<file path="config.mk">
export PLATFORM = sky130hd
export DESIGN_NAME = dat_tx_ctrl_flat
export DESIGN_NICKNAME = d
export VERILOG_FILES = /design/src/rtl/dat_tx_ctrl_if.sv /design/src/rtl/dat_tx_ctrl.sv /design/src/flat_wrapper.sv
export SDC_FILE = /design/constraint.sdc
export NUM_CORES = 1
export LEC_CHECK = 0
export BUFFER_PORTS_ARGS = -buffer_cell sky130_fd_sc_hd__buf_4
export CELL_PAD_IN_SITES_DETAIL_PLACEMENT = 0
export CELL_PAD_IN_SITES_GLOBAL_PLACEMENT = 1
export CORE_MARGIN = 2
export CORE_UTILIZATION = 46
export CTS_BUF_LIST = sky130_fd_sc_hd__clkbuf_4
export DETAILED_ROUTE_END_ITERATION = 8
export PLACE_DENSITY = 0.88
export SLEW_MARGIN = 5
export SYNTH_ARGS = -nofsm -noshare
export SYNTH_HDL_FRONTEND = slang
export SYNTH_SLANG_ARGS = --single-unit
</file>
<file path="constraint.sdc">
create_clock -name clk -period 4.77 [get_ports clk]
set_input_delay 0.2385 -clock clk [delete_from_list [all_inputs] [get_ports clk]]
set_output_delay 0.2385 -clock clk [all_outputs]
set_load 0.005 [all_outputs]
</file>
<file path="src/rtl/dat_tx_ctrl_if.sv">
// Word handshake between the block-data source and the DAT0 transmit controller.
interface dat_tx_ctrl_if;
  logic [31:0] word_in;
  logic        word_valid;
  logic        word_ready;

  modport master (
    output word_in,
    output word_valid,
    input  word_ready
  );

  modport slave (
    input  word_in,
    input  word_valid,
    output word_ready
  );
endinterface

</file>
<file path="src/rtl/dat_tx_ctrl.sv">
// SD DAT0 single-block write controller: start bit, data via external serializer, CRC16, end bit, CRC-status and busy handling.
// Optional CRC16 generation is enabled by defining DAT_TX_CRC_EN.
module dat_tx_ctrl #(
  parameter int BLOCK_WORDS = 128,
  parameter int TIMEOUT     = 1024
) (
  input  logic         clk,
  input  logic         reset,
  input  logic         start,
  dat_tx_ctrl_if.slave word_bus,
  output logic         ser_reset,
  output logic         ser_enable,
  output logic [31:0]  ser_data,
  input  logic         ser_out,
  input  logic         ser_complete,
  output logic         dat_out,
  output logic         dat_oe,
  output logic         dat_clk_en,
  input  logic         dat_in,
  output logic         busy,
  output logic         done,
  output logic         error,
  output logic [2:0]   status
);

  localparam int WCW = $clog2(BLOCK_WORDS + 1);
  localparam int TCW = $clog2(TIMEOUT + 1);
  localparam logic [WCW-1:0] LAST_WORD = WCW'(BLOCK_WORDS);
  localparam logic [TCW-1:0] TMO_LAST  = TCW'(TIMEOUT - 1);

  localparam logic [3:0] S_IDLE      = 4'd0;
  localparam logic [3:0] S_START     = 4'd1;
  localparam logic [3:0] S_LOAD      = 4'd2;
  localparam logic [3:0] S_SHIFT     = 4'd3;
`ifdef DAT_TX_CRC_EN
  localparam logic [3:0] S_CRC       = 4'd4;
`endif
  localparam logic [3:0] S_END       = 4'd5;
  localparam logic [3:0] S_WAIT_RESP = 4'd6;
  localparam logic [3:0] S_RESP      = 4'd7;
  localparam logic [3:0] S_BUSY_WAIT = 4'd8;
  localparam logic [3:0] S_FIN       = 4'd9;

  logic [3:0]     state_reg, state_next;
  logic [WCW-1:0] word_cnt_reg, word_cnt_next;
  logic [TCW-1:0] tmo_cnt_reg, tmo_cnt_next;
  logic [3:0]     bit_cnt_reg, bit_cnt_next;
  logic [2:0]     status_reg, status_next;
  logic           error_reg, error_next;
  logic [31:0]    ser_data_reg, ser_data_next;
  logic           ser_reset_reg, ser_reset_next;
  logic           dat_out_reg, dat_out_next;
  logic           dat_oe_reg, dat_oe_next;
  logic           dat_clk_en_reg, dat_clk_en_next;
  logic [31:0]    word_swapped;
`ifdef DAT_TX_CRC_EN
  logic [15:0]    crc_reg, crc_next;
  logic           crc_fb;
  assign crc_fb = ser_out ^ crc_reg[15];
`endif

  // Byte 0 lands in the top byte so the MSB-first serializer emits it first.
  for (genvar gi = 0; gi < 4; gi++) begin : g_swap
    assign word_swapped[8*gi +: 8] = word_bus.word_in[8*(3-gi) +: 8];
  end

  assign word_bus.word_ready = (state_reg == S_LOAD);
  assign ser_reset  = ser_reset_reg;
  assign ser_enable = (state_reg == S_SHIFT) && !ser_reset_reg && !ser_complete;
  assign ser_data   = ser_data_reg;
  assign dat_out    = dat_out_reg;
  assign dat_oe     = dat_oe_reg;
  assign dat_clk_en = dat_clk_en_reg;
  assign busy       = (state_reg != S_IDLE);
  assign done       = (state_reg == S_FIN);
  assign error      = error_reg;
  assign status     = status_reg;

  always_comb begin
    state_next      = state_reg;
    word_cnt_next   = word_cnt_reg;
    bit_cnt_next    = bit_cnt_reg;
    status_next     = status_reg;
    error_next      = error_reg;
    ser_data_next   = ser_data_reg;
    ser_reset_next  = 1'b0;
    dat_out_next    = dat_out_reg;
    dat_oe_next     = dat_oe_reg;
    dat_clk_en_next = 1'b0;
`ifdef DAT_TX_CRC_EN
    crc_next        = crc_reg;
`endif
    case (state_reg)
      S_IDLE: begin
        dat_oe_next  = 1'b0;
        dat_out_next = 1'b1;
        if (start) begin
          state_next    = S_START;
          error_next    = 1'b0;
          status_next   = 3'b000;
          word_cnt_next = '0;
`ifdef DAT_TX_CRC_EN
          crc_next      = 16'h0000;
`endif
        end
      end
      S_START: begin
        dat_oe_next     = 1'b1;
        dat_out_next    = 1'b0;
        dat_clk_en_next = 1'b1;
        state_next      = S_LOAD;
      end
      S_LOAD: begin
        if (word_bus.word_valid) begin
          ser_data_next  = word_swapped;
          ser_reset_next = 1'b1;
          word_cnt_next  = word_cnt_reg + WCW'(1);
          state_next     = S_SHIFT;
        end
      end
      S_SHIFT: begin
        if (ser_enable) begin
          dat_out_next    = ser_out;
          dat_clk_en_next = 1'b1;
`ifdef DAT_TX_CRC_EN
          crc_next = {crc_reg[14:0], 1'b0} ^ (crc_fb ? 16'h1021 : 16'h0000);
`endif
        end else if (ser_complete && !ser_reset_reg) begin
          // The complete flag is stale during the load cycle, hence the ser_reset gate.
          if (word_cnt_reg == LAST_WORD) begin
`ifdef DAT_TX_CRC_EN
            state_next   = S_CRC;
            bit_cnt_next = 4'd0;
`else
            state_next   = S_END;
`endif
          end else begin
            state_next = S_LOAD;
          end
        end
      end
`ifdef DAT_TX_CRC_EN
      S_CRC: begin
        dat_out_next    = crc_reg[15];
        dat_clk_en_next = 1'b1;
        crc_next        = {crc_reg[14:0], 1'b0};
        bit_cnt_next    = bit_cnt_reg + 4'd1;
        if (bit_cnt_reg == 4'd15) state_next = S_END;
      end
`endif
      S_END: begin
        dat_out_next    = 1'b1;
        dat_oe_next     = 1'b1;
        dat_clk_en_next = 1'b1;
        state_next      = S_WAIT_RESP;
      end
      S_WAIT_RESP: begin
        dat_oe_next     = 1'b0;
        dat_out_next    = 1'b1;
        dat_clk_en_next = 1'b1;
        if (!dat_in) begin
          state_next   = S_RESP;
          bit_cnt_next = 4'd0;
        end else if (tmo_cnt_reg == TMO_LAST) begin
          error_next = 1'b1;
          state_next = S_FIN;
        end
      end
      S_RESP: begin
        dat_clk_en_next = 1'b1;
        if (bit_cnt_reg < 4'd3) begin
          status_next  = {status_reg[1:0], dat_in};
          bit_cnt_next = bit_cnt_reg + 4'd1;
        end else if (status_reg == 3'b010 && dat_in) begin
          state_next = S_BUSY_WAIT;
        end else begin
          error_next = 1'b1;
          state_next = S_FIN;
        end
      end
      S_BUSY_WAIT: begin
        dat_clk_en_next = 1'b1;
        if (dat_in) begin
          state_next = S_FIN;
        end else if (tmo_cnt_reg == TMO_LAST) begin
          error_next = 1'b1;
          state_next = S_FIN;
        end
      end
      S_FIN: begin
        state_next = S_IDLE;
      end
      default: begin
        state_next = S_IDLE;
      end
    endcase
    tmo_cnt_next = (state_next != state_reg) ? '0 : tmo_cnt_reg + TCW'(1);
  end

  always_ff @(posedge clk or negedge reset) begin
    if (!reset) begin
      state_reg      <= S_IDLE;
      word_cnt_reg   <= '0;
      tmo_cnt_reg    <= '0;
      bit_cnt_reg    <= 4'd0;
      status_reg     <= 3'b000;
      error_reg      <= 1'b0;
      ser_data_reg   <= 32'h0;
      ser_reset_reg  <= 1'b1;
      dat_out_reg    <= 1'b1;
      dat_oe_reg     <= 1'b0;
      dat_clk_en_reg <= 1'b0;
`ifdef DAT_TX_CRC_EN
      crc_reg        <= 16'h0000;
`endif
    end else begin
      state_reg      <= state_next;
      word_cnt_reg   <= word_cnt_next;
      tmo_cnt_reg    <= tmo_cnt_next;
      bit_cnt_reg    <= bit_cnt_next;
      status_reg     <= status_next;
      error_reg      <= error_next;
      ser_data_reg   <= ser_data_next;
      ser_reset_reg  <= ser_reset_next;
      dat_out_reg    <= dat_out_next;
      dat_oe_reg     <= dat_oe_next;
      dat_clk_en_reg <= dat_clk_en_next;
`ifdef DAT_TX_CRC_EN
      crc_reg        <= crc_next;
`endif
    end
  end

endmodule
</file>
<file path="src/flat_wrapper.sv">
// flat-port wrapper written by rule: the top's interface ports become plain ports
module dat_tx_ctrl_flat 
#(
  parameter int BLOCK_WORDS = 128,
  parameter int TIMEOUT     = 1024
)
  (clk, reset, start, ser_reset, ser_enable, ser_data, ser_out, ser_complete, dat_out, dat_oe, dat_clk_en, dat_in, busy, done, error, status, word_bus_word_in, word_bus_word_valid, word_bus_word_ready);
  dat_tx_ctrl_if word_bus_i ();
  input  logic clk;
  input  logic reset;
  input  logic start;
  output logic ser_reset;
  output logic ser_enable;
  output logic [31:0] ser_data;
  input  logic ser_out;
  input  logic ser_complete;
  output logic dat_out;
  output logic dat_oe;
  output logic dat_clk_en;
  input  logic dat_in;
  output logic busy;
  output logic done;
  output logic error;
  output logic [2:0] status;
  input wire logic [$bits(word_bus_i.word_in)-1:0] word_bus_word_in;
  input wire logic [$bits(word_bus_i.word_valid)-1:0] word_bus_word_valid;
  output wire logic [$bits(word_bus_i.word_ready)-1:0] word_bus_word_ready;
  assign word_bus_i.word_in = word_bus_word_in;
  assign word_bus_i.word_valid = word_bus_word_valid;
  assign word_bus_word_ready = word_bus_i.word_ready;
  dat_tx_ctrl #(.BLOCK_WORDS(BLOCK_WORDS), .TIMEOUT(TIMEOUT)) u_core (.clk(clk), .reset(reset), .start(start), .word_bus(word_bus_i), .ser_reset(ser_reset), .ser_enable(ser_enable), .ser_data(ser_data), .ser_out(ser_out), .ser_complete(ser_complete), .dat_out(dat_out), .dat_oe(dat_oe), .dat_clk_en(dat_clk_en), .dat_in(dat_in), .busy(busy), .done(done), .error(error), .status(status));
endmodule
</file>
Yosys cells after proc, flatten, opt, wreduce, memory -nomap -nowiden
Cells that the tools add are included.
Word-level totals
  register bits: 67
  output and inout bits: 44
  word-level logic and storage cells: 95
Operators by class
  add/subtract/negate cells: 3
  $lt $le $gt $ge: 1
  equality and inequality tests: 21
  mux-type cells: 35
  reduce and logical (&&, ||, !) cells: 24
Operators by type and width (count)
  2-to-1 mux 4 bit: 10
  one-hot mux 4 bit (8 select lines): 1
  2-to-1 mux 8 bit: 2
  != test 2 bit (second input constant): 8
  one-hot mux 8 bit (2 select lines): 1
  equality test 4 x 3 -> 1 bit (second input constant): 3
  adder 11 x 1 -> 11 bit (second input constant): 1
  equality test 11 x 10 -> 1 bit (second input constant): 1
  2-to-1 mux 1 bit: 11
  2-to-1 mux 11 bit: 1
  2-to-1 mux 3 bit: 3
  AND reduction 3 bit: 3
  adder 8 x 1 -> 8 bit (second input constant): 1
  equality test 4 x 2 -> 1 bit (second input constant): 2
  equality test 4 bit (second input constant): 2
  equality test 8 bit (second input constant): 1
  one-hot mux 4 bit (2 select lines): 1
  nonzero test 2 bit: 4
  nonzero test 4 bit: 2
  one-hot mux 3 bit (2 select lines): 1
  AND reduction 6 bit: 1
  OR reduction 5 bit: 1
  adder 4 x 1 -> 4 bit (second input constant): 1
  equality test 4 x 1 -> 1 bit (second input constant): 1
  14 further kinds: 21

Logic depth before layout (Yosys ltp)
  depth after elaboration: 7
  mapped depth: 8
  mapped depth without buffers: 7

Worst setup path after synthesis
No wires, ideal clock.
  path type: flip-flop to flip-flop
  start point: reg u_core.bit_cnt_reg[0]
  end point: reg u_core.tmo_cnt_reg[3]
  library setup time: 0.080 ns
  arrival time: 1.884 ns
  path slack: 2.805 ns
  stages on the path, launching flop included: 9
  cells stage by stage: dfrtp_1 -> ha_1 -> or3_1 -> buf_6 -> a21oi_4 -> a22oi_2 -> a311o_1 -> buf_6 -> nor3_2
On the way
  longest elaborated chain between the ends: 5
RTL lines
  start, declared: line dat_tx_ctrl.sv:47  | logic [3:0] bit_cnt_reg, bit_cnt_next;
  start signal, assigned: line dat_tx_ctrl.sv:220  | bit_cnt_reg <= bit_cnt_next;
  less-than comparator 4 x 2 -> 1 bit: line dat_tx_ctrl.sv:171  | if (bit_cnt_reg < 4'd3) begin
  2-to-1 mux 4 bit: line dat_tx_ctrl.sv:171
  one-hot mux 4 bit (8 select lines): line dat_tx_ctrl.sv:93  | case (state_reg)
  != test 4 bit: line dat_tx_ctrl.sv:197  | tmo_cnt_next = (state_next != state_reg) ? '0 : tmo_cnt_reg + TCW'(1);
  2-to-1 mux 11 bit: line dat_tx_ctrl.sv:197
  named net u_core.tmo_cnt_next[3]: line dat_tx_ctrl.sv:46  | logic [TCW-1:0] tmo_cnt_reg, tmo_cnt_next;
  end signal, assigned: line dat_tx_ctrl.sv:219  | tmo_cnt_reg <= tmo_cnt_next;
  end, declared: line dat_tx_ctrl.sv:46
The timed path passes the listed nets, and every way through them passes these cells.
A chain may end at the register's enable or synchronous reset.

Final worst setup path
  start point: reg u_core.state_reg[0]
  end point: out ser_enable
On the way
  longest elaborated chain between the ends: 3
RTL lines
  start, declared: line dat_tx_ctrl.sv:44  | logic [3:0] state_reg, state_next;
  start signal, assigned: line dat_tx_ctrl.sv:217  | state_reg <= state_next;
  equality test 4 x 2 -> 1 bit: line dat_tx_ctrl.sv:69  | assign ser_enable = (state_reg == S_SHIFT) && !ser_reset_reg && !ser_complete;
  logical AND 1 bit (2 in a row): line dat_tx_ctrl.sv:69
  end, declared: line flat_wrapper.sv:13  | output logic ser_enable;
No other way between the ends.

==> flow_metrics.py <==
metrics = {
    "clocking": {
        "cts_max_level": 3,
        "cts_root_buf": "clkbuf_4",
        "clockBufferDepth": 2,
        "cts_resized": 0,
        "cts_sinks": 67,
        "path_clk_slew_ps": 120,
        "cts-buffers-inserted": 9,
        "cts_tree": "built",
        "clock_latency_ps": 430,
    },
    "sta": {
        "relSlewSlack": 0.428,
        "setup_viol": 0,
        "max_slew.worst_pin.slew_ps": 858,
        "drv_slew": 0,
        "setup_tns_ps": 0,
        "period_share": 0.520,
        "timing.fmax_ghz": 0.403,
        "finalHoldViolCount": 0,
        "final.min_clock_period_ps": 2480,
        "worst_slack_ps": 2290,
        "rsz0062_at_grt": "false",
        "fin_hold_ws_ps": 26.3,
        "finalClockSkew_ps": 18.5,
    },
    "final_layout": {
        "finalNetCount": 412,
        "syn2layout_area_growth_pct": 27.0,
        "num_antenna_cells": 0,
        "design_area_mm2": 0.00413,
        "final_util": 0.605,
        "drive_gt1_frac": 0.412,
        "fill_cells": 629,
        "largest_register_ffs": 32,
    },
    "pwr": {
        "cellLeakagePower_nw": 1.88,
        "worst_ir_drop_vdd_v": 0.000292,
        "pwr_density_cell_mw_per_mm2": 451,
    },
    "yosys": {
        "syn_inst": 286,
        "synth_mux_area_frac": 0.124,
        "synthSimpleGateAreaFrac": 0.176,
        "synth_top_family_by_area": "simple AND/OR/NAND/NOR gates",
        "syn_area_per_cell_um2": 11.4,
        "synth-main-ff-cell": "dfrtp_1",
        "ys_seq_elements": 67,
        "yosys_warnings": 0,
        "synth_nets": 329,
        "synth-compound-area-share": 0.0992,
        "ys_types": 55,
        "syn_area_mm2": 0.00325,
        "yosysMostFrequentCell": "dfrtp_1",
        "yosys-top-cells-area": "dfrtp_1 50%, mux2_2 11%, nor3_2 2.8%",
        "netlist.area_leader.share": 0.500,
        "ys_seq_area_frac": 0.516,
        "yosys-top-cells-count": "65 x dfrtp_1, 33 x mux2_2, 18 x nor2_1",
        "yosysTopAreaCell": "dfrtp_1",
        "synth-xor-area-share": 0.0377,
        "async_flop_share": 1.00,
        "synth-edff-count": 0,
        "synth_fa_ha_area_frac": 0.0154,
    },
    "floorplanning": {
        "initial_core_util": 0.476,
        "core.rowCount": 30,
        "die_y_um": 88.1,
        "core_mm2": 0.00683,
        "die_w_um": 88.1,
        "pin_count": 83,
        "dieArea_mm2": 0.00776,
    },
    "placed_design": {
        "place_area_mm2": 0.00393,
        "dpl.hpwl_um": 4930,
        "place_congestion": 0.841,
        "place_ws_ps": 2360,
        "portBuffers": 82,
    },
    "global_routing": {
        "gr-usage-all-layers": 0.196,
        "antenna_found_initial": 0,
        "grt_max_degree": 68,
        "globalRouteOverflowTotal": 0,
        "grt_pass1_wl_um": 11600,
        "grt_pass1_vias": 2517,
    },
    "setup_path": {
        "cp_data_arrival_time_ps": 2240,
        "critical_path_buf_inv_count": 2,
        "path_class": "reg2out",
        "cp_top_family": "flip-flops",
        "reg2reg_slack_ps": 2340,
        "cpPeakStageDelay_ps": 870,
        "endpoint_kind": "output pin",
        "critPathLaunchType": "flip-flop",
        "critPathSlowestCell": "dfrtp_1",
        "required_ps": 4530,
        "path_cells": "inv_2, or3_1, nor3_1, buf_4",
        "path_max_fanout": 25,
    },
    "run_status": {
        "status": "finished clean",
    },
    "route": {
        "vias_per_cell": 5.23,
        "antenna_left": 0,
        "drc": 0,
        "wl_per_cell_um": 14.8,
        "wl_um": 6950,
        "dr.pass1.iters": 5,
        "num_vias": 2460,
        "drtIter0Drc": 124,
    },
    "worst_hold_path": {
        "hold_class": "in2reg",
    },
    "job": {
        "drv_cap": 0,
    },
}
logic make-up after synthesis:
family                   count (synthesis)
multiplexers                            36
buffers and inverters                   22
XOR/XNOR                                14
AND/OR/NAND/NOR                         95
adder cells (fa/ha/maj)                  4
AO/OA/AOI/OAI                           48
flip-flops                              67
power by group:
group | switching (mW) | total (mW) | internal, mW
Sequential | 0.119 | 0.842 | 0.723
Clock | 0.217 | 0.489 | 0.272
Combinational | 0.207 | 0.533 | 0.326
worst register-to-register path, stage by stage (launching register included):
cell,delay (ps)
dfrtp_1,870
inv_2,170
or3_1,440
nor2b_1,150
a311o_1,540
nor3_1,130
cells in the final DEF, fill, tap and decap left out, drive strengths merged, types with 9 or more instances in the layout:
| master | synthesis | layout |
|---|---|---|
| buf | 10 | 84 |
| dfrtp | 65 | 65 |
| mux2 | 34 | 34 |
| nor2 | 18 | 18 |
| nor3 | 18 | 18 |
| o21ai | 17 | 17 |
| nand2 | 14 | 14 |
| clkbuf | 3 | 10 |
| xnor2 | 9 | 9 |
| inv | 9 | 9 |
metal layers:
metal | vias up | track usage | part of all wire
met1 | 1165 | 0.246 | 0.42
met4 | 0 | 0.0868 | 0.020
li1 | 1195 | - | -
met5 | - | 0 | 0
met2 | 87 | 0.295 | 0.47
met3 | 13 | 0.0858 | 0.089
metrics by stage:
step / power, mW / cells
floorplan: 1.09 / 286
global placement: 1.37 / 453
detailed placement: 1.39 / 453
CTS: 1.88 / 470
global route: 1.98 / 470
finish: 1.86 / 470
worst paths after layout:
path                                                            to                       startpoint  cells after the start
worst max register to register     u_core.tmo_cnt_reg[2]$_DFF_PN0_    u_core.state_reg[0]$_DFF_PN0_                      5
worst max-delay path                                    ser_enable    u_core.state_reg[0]$_DFF_PN0_                      4
max in group asynchronous         u_core.tmo_cnt_reg[10]$_DFF_PN0_                            reset                      2
worst min register to register     u_core.tmo_cnt_reg[0]$_DFF_PN0_  u_core.tmo_cnt_reg[0]$_DFF_PN0_                      1
worst min-delay path                u_core.ser_data[1]$_DFFE_PN0P_             word_bus_word_in[25]                      2
min in group asynchronous       u_core.word_cnt_reg[5]$_DFFE_PN0P_                            reset                      2
cell type report:
cell class,instances,area [um^2],area share
inverters,9,33.8,0.00817
multi-input cells,197,1470,0.356
flip-flops and latches,67,1680,0.406
clock buffers,10,75.1,0.0182
repair buffers,85,641,0.155
clock inverters,6,114,0.0276
well taps,96,120,0.0291
what timing repair did:
action / 4_1_cts / 5_1_grt
setup buffers: 0 / 0
hold buffers: 1 / 0
endpoints found under the hold margin: 65 / 0
Power figures use the tool's default switching activity.
